<file path="src/rtl/fifo_uart_tx.sv">
// ============================================================================
// Module   : fifo_uart_tx
// Brief    : Drains a byte FIFO and serialises each byte as 8N1 (8E1 when
//            UART_TX_PARITY_EN is defined), LSB first, registered outputs.
// Revision : 1.0 - initial release
// ============================================================================
`default_nettype none

module fifo_uart_tx #(
    parameter int CLKDIV = 16
) (
    input  logic       clk,
    input  logic       reset,
    input  logic       en,
    input  logic       oready,
    output logic       rden,
    input  logic [7:0] odata,
    input  logic       err,
    output logic       txd,
    output logic       busy,
    output logic       txerr
);

    localparam logic [2:0] c_st_idle   = 3'd0;
    localparam logic [2:0] c_st_fetch  = 3'd1;
    localparam logic [2:0] c_st_load   = 3'd2;
    localparam logic [2:0] c_st_start  = 3'd3;
    localparam logic [2:0] c_st_data   = 3'd4;
    localparam logic [2:0] c_st_stop   = 3'd5;
`ifdef UART_TX_PARITY_EN
    localparam logic [2:0] c_st_parity = 3'd6;
`endif
    localparam logic [15:0] c_last = 16'(CLKDIV - 1);

    logic [2:0]  r_state;
    logic [15:0] r_cnt;
    logic [2:0]  r_bit;
    logic [7:0]  r_shift;
    logic        r_empty_pop;
    logic        r_txd;
    logic        r_rden;
    logic        r_busy;
    logic        r_txerr;
`ifdef UART_TX_PARITY_EN
    logic        r_par;
`endif

    logic [2:0]  w_state_next;
    logic [15:0] w_cnt_next;
    logic [2:0]  w_bit_next;
    logic [7:0]  w_shift_next;
    logic        w_bit_end;
    logic        w_txd_next;
    logic        w_rden_next;
    logic        w_busy_next;
    logic        w_txerr_next;

    assign w_bit_end = (r_cnt == c_last);

    // State, datapath and output registers; outputs are registered copies
    // of values derived from the next state so they line up with the state.
    always_ff @(posedge clk or negedge reset) begin
        if (!reset) begin
            r_state     <= c_st_idle;
            r_cnt       <= '0;
            r_bit       <= '0;
            r_shift     <= '0;
            r_empty_pop <= 1'b0;
            r_txd       <= 1'b1;
            r_rden      <= 1'b0;
            r_busy      <= 1'b0;
            r_txerr     <= 1'b0;
`ifdef UART_TX_PARITY_EN
            r_par       <= 1'b0;
`endif
        end else begin
            r_state <= w_state_next;
            r_cnt   <= w_cnt_next;
            r_bit   <= w_bit_next;
            r_shift <= w_shift_next;
            r_txd   <= w_txd_next;
            r_rden  <= w_rden_next;
            r_busy  <= w_busy_next;
            r_txerr <= w_txerr_next;
            if (r_state == c_st_fetch) begin
                r_empty_pop <= ~oready;
            end
`ifdef UART_TX_PARITY_EN
            if (r_state == c_st_load) begin
                r_par <= ^odata;
            end
`endif
        end
    end

    always_comb begin
        w_state_next = r_state;
        w_cnt_next   = r_cnt;
        w_bit_next   = r_bit;
        w_shift_next = r_shift;
        case (r_state)
            c_st_idle: begin
                w_cnt_next = '0;
                w_bit_next = '0;
                if (en && oready) begin
                    w_state_next = c_st_fetch;
                end
            end
            c_st_fetch: begin
                w_state_next = c_st_load;
            end
            c_st_load: begin
                w_cnt_next = '0;
                // A pop of an empty FIFO returns garbage: drop it.
                if (r_empty_pop) begin
                    w_state_next = c_st_idle;
                end else begin
                    w_shift_next = odata;
                    w_state_next = c_st_start;
                end
            end
            c_st_start: begin
                if (w_bit_end) begin
                    w_cnt_next   = '0;
                    w_bit_next   = '0;
                    w_state_next = c_st_data;
                end else begin
                    w_cnt_next = r_cnt + 16'd1;
                end
            end
            c_st_data: begin
                if (w_bit_end) begin
                    w_cnt_next   = '0;
                    w_shift_next = {1'b0, r_shift[7:1]};
                    if (r_bit == 3'd7) begin
                        w_bit_next = '0;
`ifdef UART_TX_PARITY_EN
                        w_state_next = c_st_parity;
`else
                        w_state_next = c_st_stop;
`endif
                    end else begin
                        w_bit_next = r_bit + 3'd1;
                    end
                end else begin
                    w_cnt_next = r_cnt + 16'd1;
                end
            end
`ifdef UART_TX_PARITY_EN
            c_st_parity: begin
                if (w_bit_end) begin
                    w_cnt_next   = '0;
                    w_state_next = c_st_stop;
                end else begin
                    w_cnt_next = r_cnt + 16'd1;
                end
            end
`endif
            c_st_stop: begin
                if (w_bit_end) begin
                    w_cnt_next   = '0;
                    w_state_next = c_st_idle;
                end else begin
                    w_cnt_next = r_cnt + 16'd1;
                end
            end
            default: begin
                w_cnt_next   = '0;
                w_bit_next   = '0;
                w_state_next = c_st_idle;
            end
        endcase
    end

    always_comb begin
        w_txd_next   = 1'b1;
        w_rden_next  = (w_state_next == c_st_fetch);
        w_busy_next  = (w_state_next != c_st_idle);
        w_txerr_next = r_txerr | err | ((r_state == c_st_load) && r_empty_pop);
        case (w_state_next)
            c_st_start:  w_txd_next = 1'b0;
            c_st_data:   w_txd_next = w_shift_next[0];
`ifdef UART_TX_PARITY_EN
            c_st_parity: w_txd_next = r_par;
`endif
            default:     w_txd_next = 1'b1;
        endcase
    end

    assign txd   = r_txd;
    assign rden  = r_rden;
    assign busy  = r_busy;
    assign txerr = r_txerr;

endmodule

`default_nettype wire

</file>
<file path="config.mk">
export PLATFORM = sky130hd
export DESIGN_NAME = fifo_uart_tx
export DESIGN_NICKNAME = d
export VERILOG_FILES = /design/src/rtl/fifo_uart_tx.sv
export SDC_FILE = /design/constraint.sdc
export NUM_CORES = 1
export LEC_CHECK = 0
export ABC_CLOCK_PERIOD_IN_PS = 1900
export CAP_MARGIN = 10
export CORE_MARGIN = 3
export CORE_UTILIZATION = 55
export CTS_BUF_LIST = sky130_fd_sc_hd__clkbuf_8
export DETAILED_ROUTE_END_ITERATION = 8
export DONT_BUFFER_PORTS = 1
export GPL_TIMING_DRIVEN = 1
export PLACE_DENSITY = 0.71
export SLEW_MARGIN = 25
export SYNTH_ARGS = -nofsm -noshare
export SYNTH_HDL_FRONTEND = slang
export SYNTH_SLANG_ARGS = --single-unit
</file>
<file path="constraint.sdc">
create_clock -name clk -period 1.9 [get_ports clk]
set_clock_uncertainty 0.15 [all_clocks]
set_input_delay 0.38 -clock clk [delete_from_list [all_inputs] [get_ports clk]]
set_output_delay 0.38 -clock clk [all_outputs]
set_load 0.1 [all_outputs]
</file>
Yosys cells after proc, flatten, opt, wreduce, memory -nomap -nowiden. Index checks and enable logic that the tools add are counted.

Flip-flop bits (word level): 35. Bits of input ports: 13. Output and inout port bits: 4. Word-level logic and storage cells: 55.

Add/subtract/negate cells: 2. Equal/unequal tests: 13. Multiplexer cells: 17. Bitwise logic cells: 4. Reductions and logical operators: 9.

Operator list (number): $pmux W16 S2 (1); $mux W3 (8); $pmux W3 S6 (1); $add A16 B1 Y16 const B (1); $eq A16 B4 Y1 const B (1); $mux W16 (1); $mux W8 (2); $pmux W8 S2 (1); $eq A3 B3 Y1 const B (4); $eq A3 B2 Y1 const B (3); $pmux W3 S3 (1); $eq A3 B1 Y1 const B (2); $ne A2 B2 Y1 const B (3); $reduce_and A3 Y1 (2); $reduce_or A3 Y1 (2); $add A3 B1 Y3 const B (1); $logic_not A3 Y1 (1); $reduce_bool A3 Y1 (1); $logic_and A1 B1 Y1 (2); $mux W2 (1); $not A1 Y1 (2); $or A1 B1 Y1 (2); $pmux W1 S2 (1); $reduce_bool A2 Y1 (1).

Depth between registers and ports, before layout. Gate-level depths: netlist of run 1.

Depth in word-level cells: 6. Gate-level depth with buffers: 8. Mapped depth without buffers: 6.

Worst setup path after synthesis of run 1. Ideal clock, no wire load.

Path type: reg-to-reg. From: reg r_cnt[0]. To: reg r_cnt[3]. Setup time: 0.083 ns. Data arrival time: 1.683 ns. Required time: 1.667 ns. Path slack: -0.015 ns. Cell stages (with the launch flop): 9. Path buffers: 2. Period minus slack after synthesis: 1.915 ns. Cell sequence: dfrtp_1 > ha_1 > and4b_1 > and4_2 > buf_4 > nor2_1 > buf_4 > a21oi_1 > o21ai_0.

Cells in the longest elaborated chain, start to end: 3. Elaborated cells between the ends (all ways): 4. Those cells by class: add/sub (1); eq/ne (1); mux (2).

Ends and longest elaborated chain: start, declared (line 36) `logic [15:0] r_cnt;`; start signal, assigned (line 78) `r_cnt <= w_cnt_next;`; $add A16 B1 Y16 or $eq A16 B4 Y1 (tied branches); $mux W16 * (line 123, 132, 160); $pmux W16 S2 * (line 101) `case (r_state)`.

Every way passes the cells marked *; elsewhere a longest branch is shown, timed or not. A chain may end at the register's enable or synchronous reset.

Worst setup path after layout of run 1.
From: reg r_cnt[0]. To: reg r_bit[0].

Cells in the longest elaborated chain, start to end: 3. Elaborated cells between the ends (all ways): 4. Those cells by class: eq/ne (3); reduce/logical (1).

Ends and longest elaborated chain: $eq A16 B4 Y1 * (line 58) `assign w_bit_end = (r_cnt == c_last);`; $ne A2 B2 Y1 (no source line); $reduce_and A3 Y1 (no source line) *; end signal, assigned (line 79) `r_bit <= w_bit_next;`; end, declared (line 37) `logic [2:0] r_bit;`.

Marked as above.

==> qor.csv, run 1 <==
stage;metric;value;unit
pwr;power_switching;1.07;mW
critical_path;cp.arrival;1970;ps
pwr;power.total;2.76;mW
placed_design;placedCellCount;254;
logic_synthesis;synth-edff-count;0;
timing;worst_slack;-55.4;ps
logic_synthesis;synth.largest_area_cell;dfrtp_1;
cells_and_area;layout.nets;241;
floorplan;die_h;65.0;um
cts;cts_made_buffers;5;
floorplan;chipWidth;65.0;um
cells_and_area;n_antenna_cell;0;
timing;rsz0062_at_grt;yes;
timing;setup_violations;2;
cts;cts.htree.levels;2;
logic_synthesis;yosys-top-cells-area;dfrtp_1 44%, a22o_1 5.9%, o21ai_0 4.2%;
cells_and_area;stdcell_count;270;
timing;hold_viol;0;
logic_synthesis;synth_top_area_frac;0.444;
flow_run;cap_violations;0;
logic_synthesis;ys_seq_area_frac;0.458;
run_status;outcome;finished with violations;
route;drcViolationCount;0;
timing;drv_slew;0;
logic_synthesis;synth-main-ff-cell;dfrtp_1;
route;ant_nets;0;
cts;clockBufferDepth;2;
pwr;p_leak;1.11;nW
pwr;power_density;1140;mW/mm^2
logic_synthesis;synthArstFlopShare;1.00;
worst_hold_path;holdPathEnd;r_empty_pop;
placed_design;numPortBuffers;0;
floorplan;initial_core_util;0.603;
critical_path;worst-path-max-fanout;5;
placed_design;dpl_worst_slack;-63.9;ps
floorplan;io_pins;17;
run_status;violations;negative setup slack;
logic_synthesis;synth_area;0.00192;mm^2
critical_path;worst_r2r_endpoint;r_bit[0];
global_routing;grt_overflow_total;0;
global_routing;grt_pass1_vias;1668;
critical_path;cp_data_required_time;1920;ps
critical_path;end_kind;flop;
floorplan;core;0.00318;mm^2
timing;finalCritPeriodShare;1.03;
floorplan;dieArea;0.00423;mm^2
critical_path;rr_startpoint;r_cnt[0];
floorplan;fp-row-count;20;
global_routing;grt_start_max_net_pins;36;
logic_synthesis;synth_cells;186;
pwr;peakVddDrop;641;uV
cts;cts.sink_count;35;
route;drtIter0Drc;154;
timing;worst_pin_slew;494;ps
route;num_vias;1591;
pwr;power.internal;1.69;mW
route;routed_wl;4460;um
cts;clk_transition_reported_paths;70;ps
pwr;seqPwrFrac;0.395;
worst_hold_path;holdCritPathClass;input port to flop;
route;wl_per_cell;16.5;um
worst_hold_path;hp-start;oready;
pwr;power_frac_comb;0.395;
logic_synthesis;synth-seq-cells;35;
global_routing;grt_pass1_wl;7540;um
placed_design;dpl_cell_area;0.00216;mm^2
logic_synthesis;syn_area_per_cell;10.3;um^2
timing;timing.hold.ws;53.8;ps
cells_and_area;final_area;0.00242;mm^2
cells_and_area;syn_to_final_growth;26.2;%
critical_path;r2r_slack;-60;ps
logic_synthesis;synth_fp_nets;202;
cts;root_buffer;clkbuf_8;
cells_and_area;final_layout_size_suffix_gt1_frac;0.314;
critical_path;rr_worst_depth;6;
logic_synthesis;yosys_warnings;0;
placed_design;routabilityCongestion;0.871;
timing;max_freq;511;MHz
cells_and_area;fin_util;0.761;
global_routing;antenna_found_initial;0;
timing;fin_crit;1960;ps
cts;clk_latency;290;ps
global_routing;grtUsageTotal;0.234;
route;first_pass_iters;4;
route;avgViaCountPerCell;5.89;
worst_hold_path;min_path_cells;1;
pwr;p_clk_frac;0.210;
placed_design;dpl.hpwl;3020;um
cts;cts_tree;yes;
pwr;p_sw_frac;0.387;
timing;fin_tns_setup;-85.4;ps
logic_synthesis;synth_cell_types;49;
timing;maxSlewHeadroom;0.671;
critical_path;path_class;flop to flop;
critical_path;setup.worst_path.start_class;flop;
-- per-layer routing --
| metal | part of all wire | wire length (um) | up-vias | GRT usage |
|---|---|---|---|---|
| met1 | 0.44 | 1980 | 762 | 0.298 |
| met5 | 0 | 0 | - | 0 |
| li1 | - | - | 774 | - |
| met4 | 0.014 | 61 | 0 | 0.106 |
| met3 | 0.057 | 253 | 6 | 0.0607 |
| met2 | 0.49 | 2160 | 49 | 0.372 |
-- worst max path at each step --
stage                      end  slack (ps)  cells after the start  startpoint
floorplan             r_bit[0]          20                      6    r_cnt[0]
global placement      r_bit[0]         -30                      5    r_cnt[7]
detailed placement    r_bit[0]         -60                      5    r_cnt[7]
CTS                 r_shift[1]         -20                      7   r_cnt[13]
global route          r_bit[0]        -110                      6    r_cnt[0]
finish                r_bit[0]         -60                      6    r_cnt[0]
-- what timing repair did --
| item | in CTS | in global routing |
|---|---|---|
| hold endpoints to repair | 35 | 0 |
| endpoints found under the setup margin | 17 | 22 |
| gates resized for setup | 3 | 23 |
| setup buffers | 3 | 1 |
| cloned | 2 | 0 |
| hold buffers | 2 | 0 |
| pin swaps | 3 | 13 |
-- kinds of logic (layout without fill, tap and decap cells) --
group	after synthesis	after routing	synth area share
AOI/OAI and AO/OA	58	58	0.214
xor gates and xnor gates	3	3	0.0137
adders and majority gates	3	3	0.0196
buffers and inverters	13	52	0.0366
DFF	35	35	0.458
muxes	2	2	0.0170
and+or+nand+nor	72	73	0.242
-- power by group through the flow --
stage	Combinational (mW)	Clock, mW	Sequential (mW)
6_report	1.09	0.581	1.09
5_1_grt	1.20	0.624	1.11
4_1_cts	1.01	0.597	1.09
2_1_floorplan	0.635	0	1.16
3_5_place_dp	0.962	0	1.10
3_3_place_gp	0.931	0	1.09
-- layout by cell type (no fill, tap or decap), types with 3 or more instances in the layout --
master / instances
a21o_1: 7
nand4_1: 3
nor3_1: 6
buf_4: 31
nor3b_1: 4
clkbuf_8: 7
dfrtp_1: 34
nor2_1: 5
nand3_1: 4
buf_6: 4
nor4_4: 3
o21ai_1: 6
nand2_1: 17
nor2b_1: 3
inv_1: 7
o21ai_0: 10
nand2b_1: 3
a22o_1: 13
or3_1: 3
a21oi_1: 5
nor2_2: 3
-- flip-flops by register name, indices dropped and copies added (netlist names) --
register     flops
r_cnt           16
r_shift          8
r_empty_pop      1
busy             1
r_state          3
txd              1
txerr            1
rden             1
r_bit            3
-- worst max-delay path, stage by stage, from the launching register on --
cell and delay (ps):
dfrtp_1 350, ha_2 180, and4b_2 320, nand4_4 210, mux2i_4 240, nor3b_2 70, or3_1 310
-- area by class of cell --
type	count	area, um^2
inverter	6	22.5
multi-input combinational	139	1050
fill	231	761
clock buffer	7	96.3
clock inverter	1	3.75
timing repair buffer	38	313
sequential	35	877
tap	44	55.1
-- cells in the mapped netlist, types with 2 or more instances --
| master | n |
|---|---|
| buf_2 | 2 |
| nor2_1 | 8 |
| o21ai_0 | 16 |
| xnor2_1 | 2 |
| nand2b_1 | 4 |
| nand3_1 | 5 |
| nor2b_1 | 3 |
| a22o_2 | 2 |
| a21o_1 | 7 |
| a22o_1 | 13 |
| ha_1 | 3 |
| nand4_1 | 3 |
| and2_1 | 2 |
| buf_4 | 3 |
| or3_1 | 3 |
| and3_1 | 2 |
| o21a_1 | 2 |
| nor3b_1 | 5 |
| nand2_1 | 17 |
| o22ai_1 | 2 |
| nor4_4 | 2 |
| nor3_1 | 6 |
| a221o_1 | 2 |
| and2_2 | 2 |
| dfrtp_1 | 34 |
| o21ai_2 | 2 |
| a21oi_1 | 7 |
| inv_1 | 6 |
No activity file was read; power rests on OpenSTA's default activity.
==> run 2: changes to the inputs <==
Settings changed: CTS_CLUSTER_DIAMETER from default to 30.
==> results of run 2 <==
The final DEF is identical to that of run 1; final timing and power are the same.
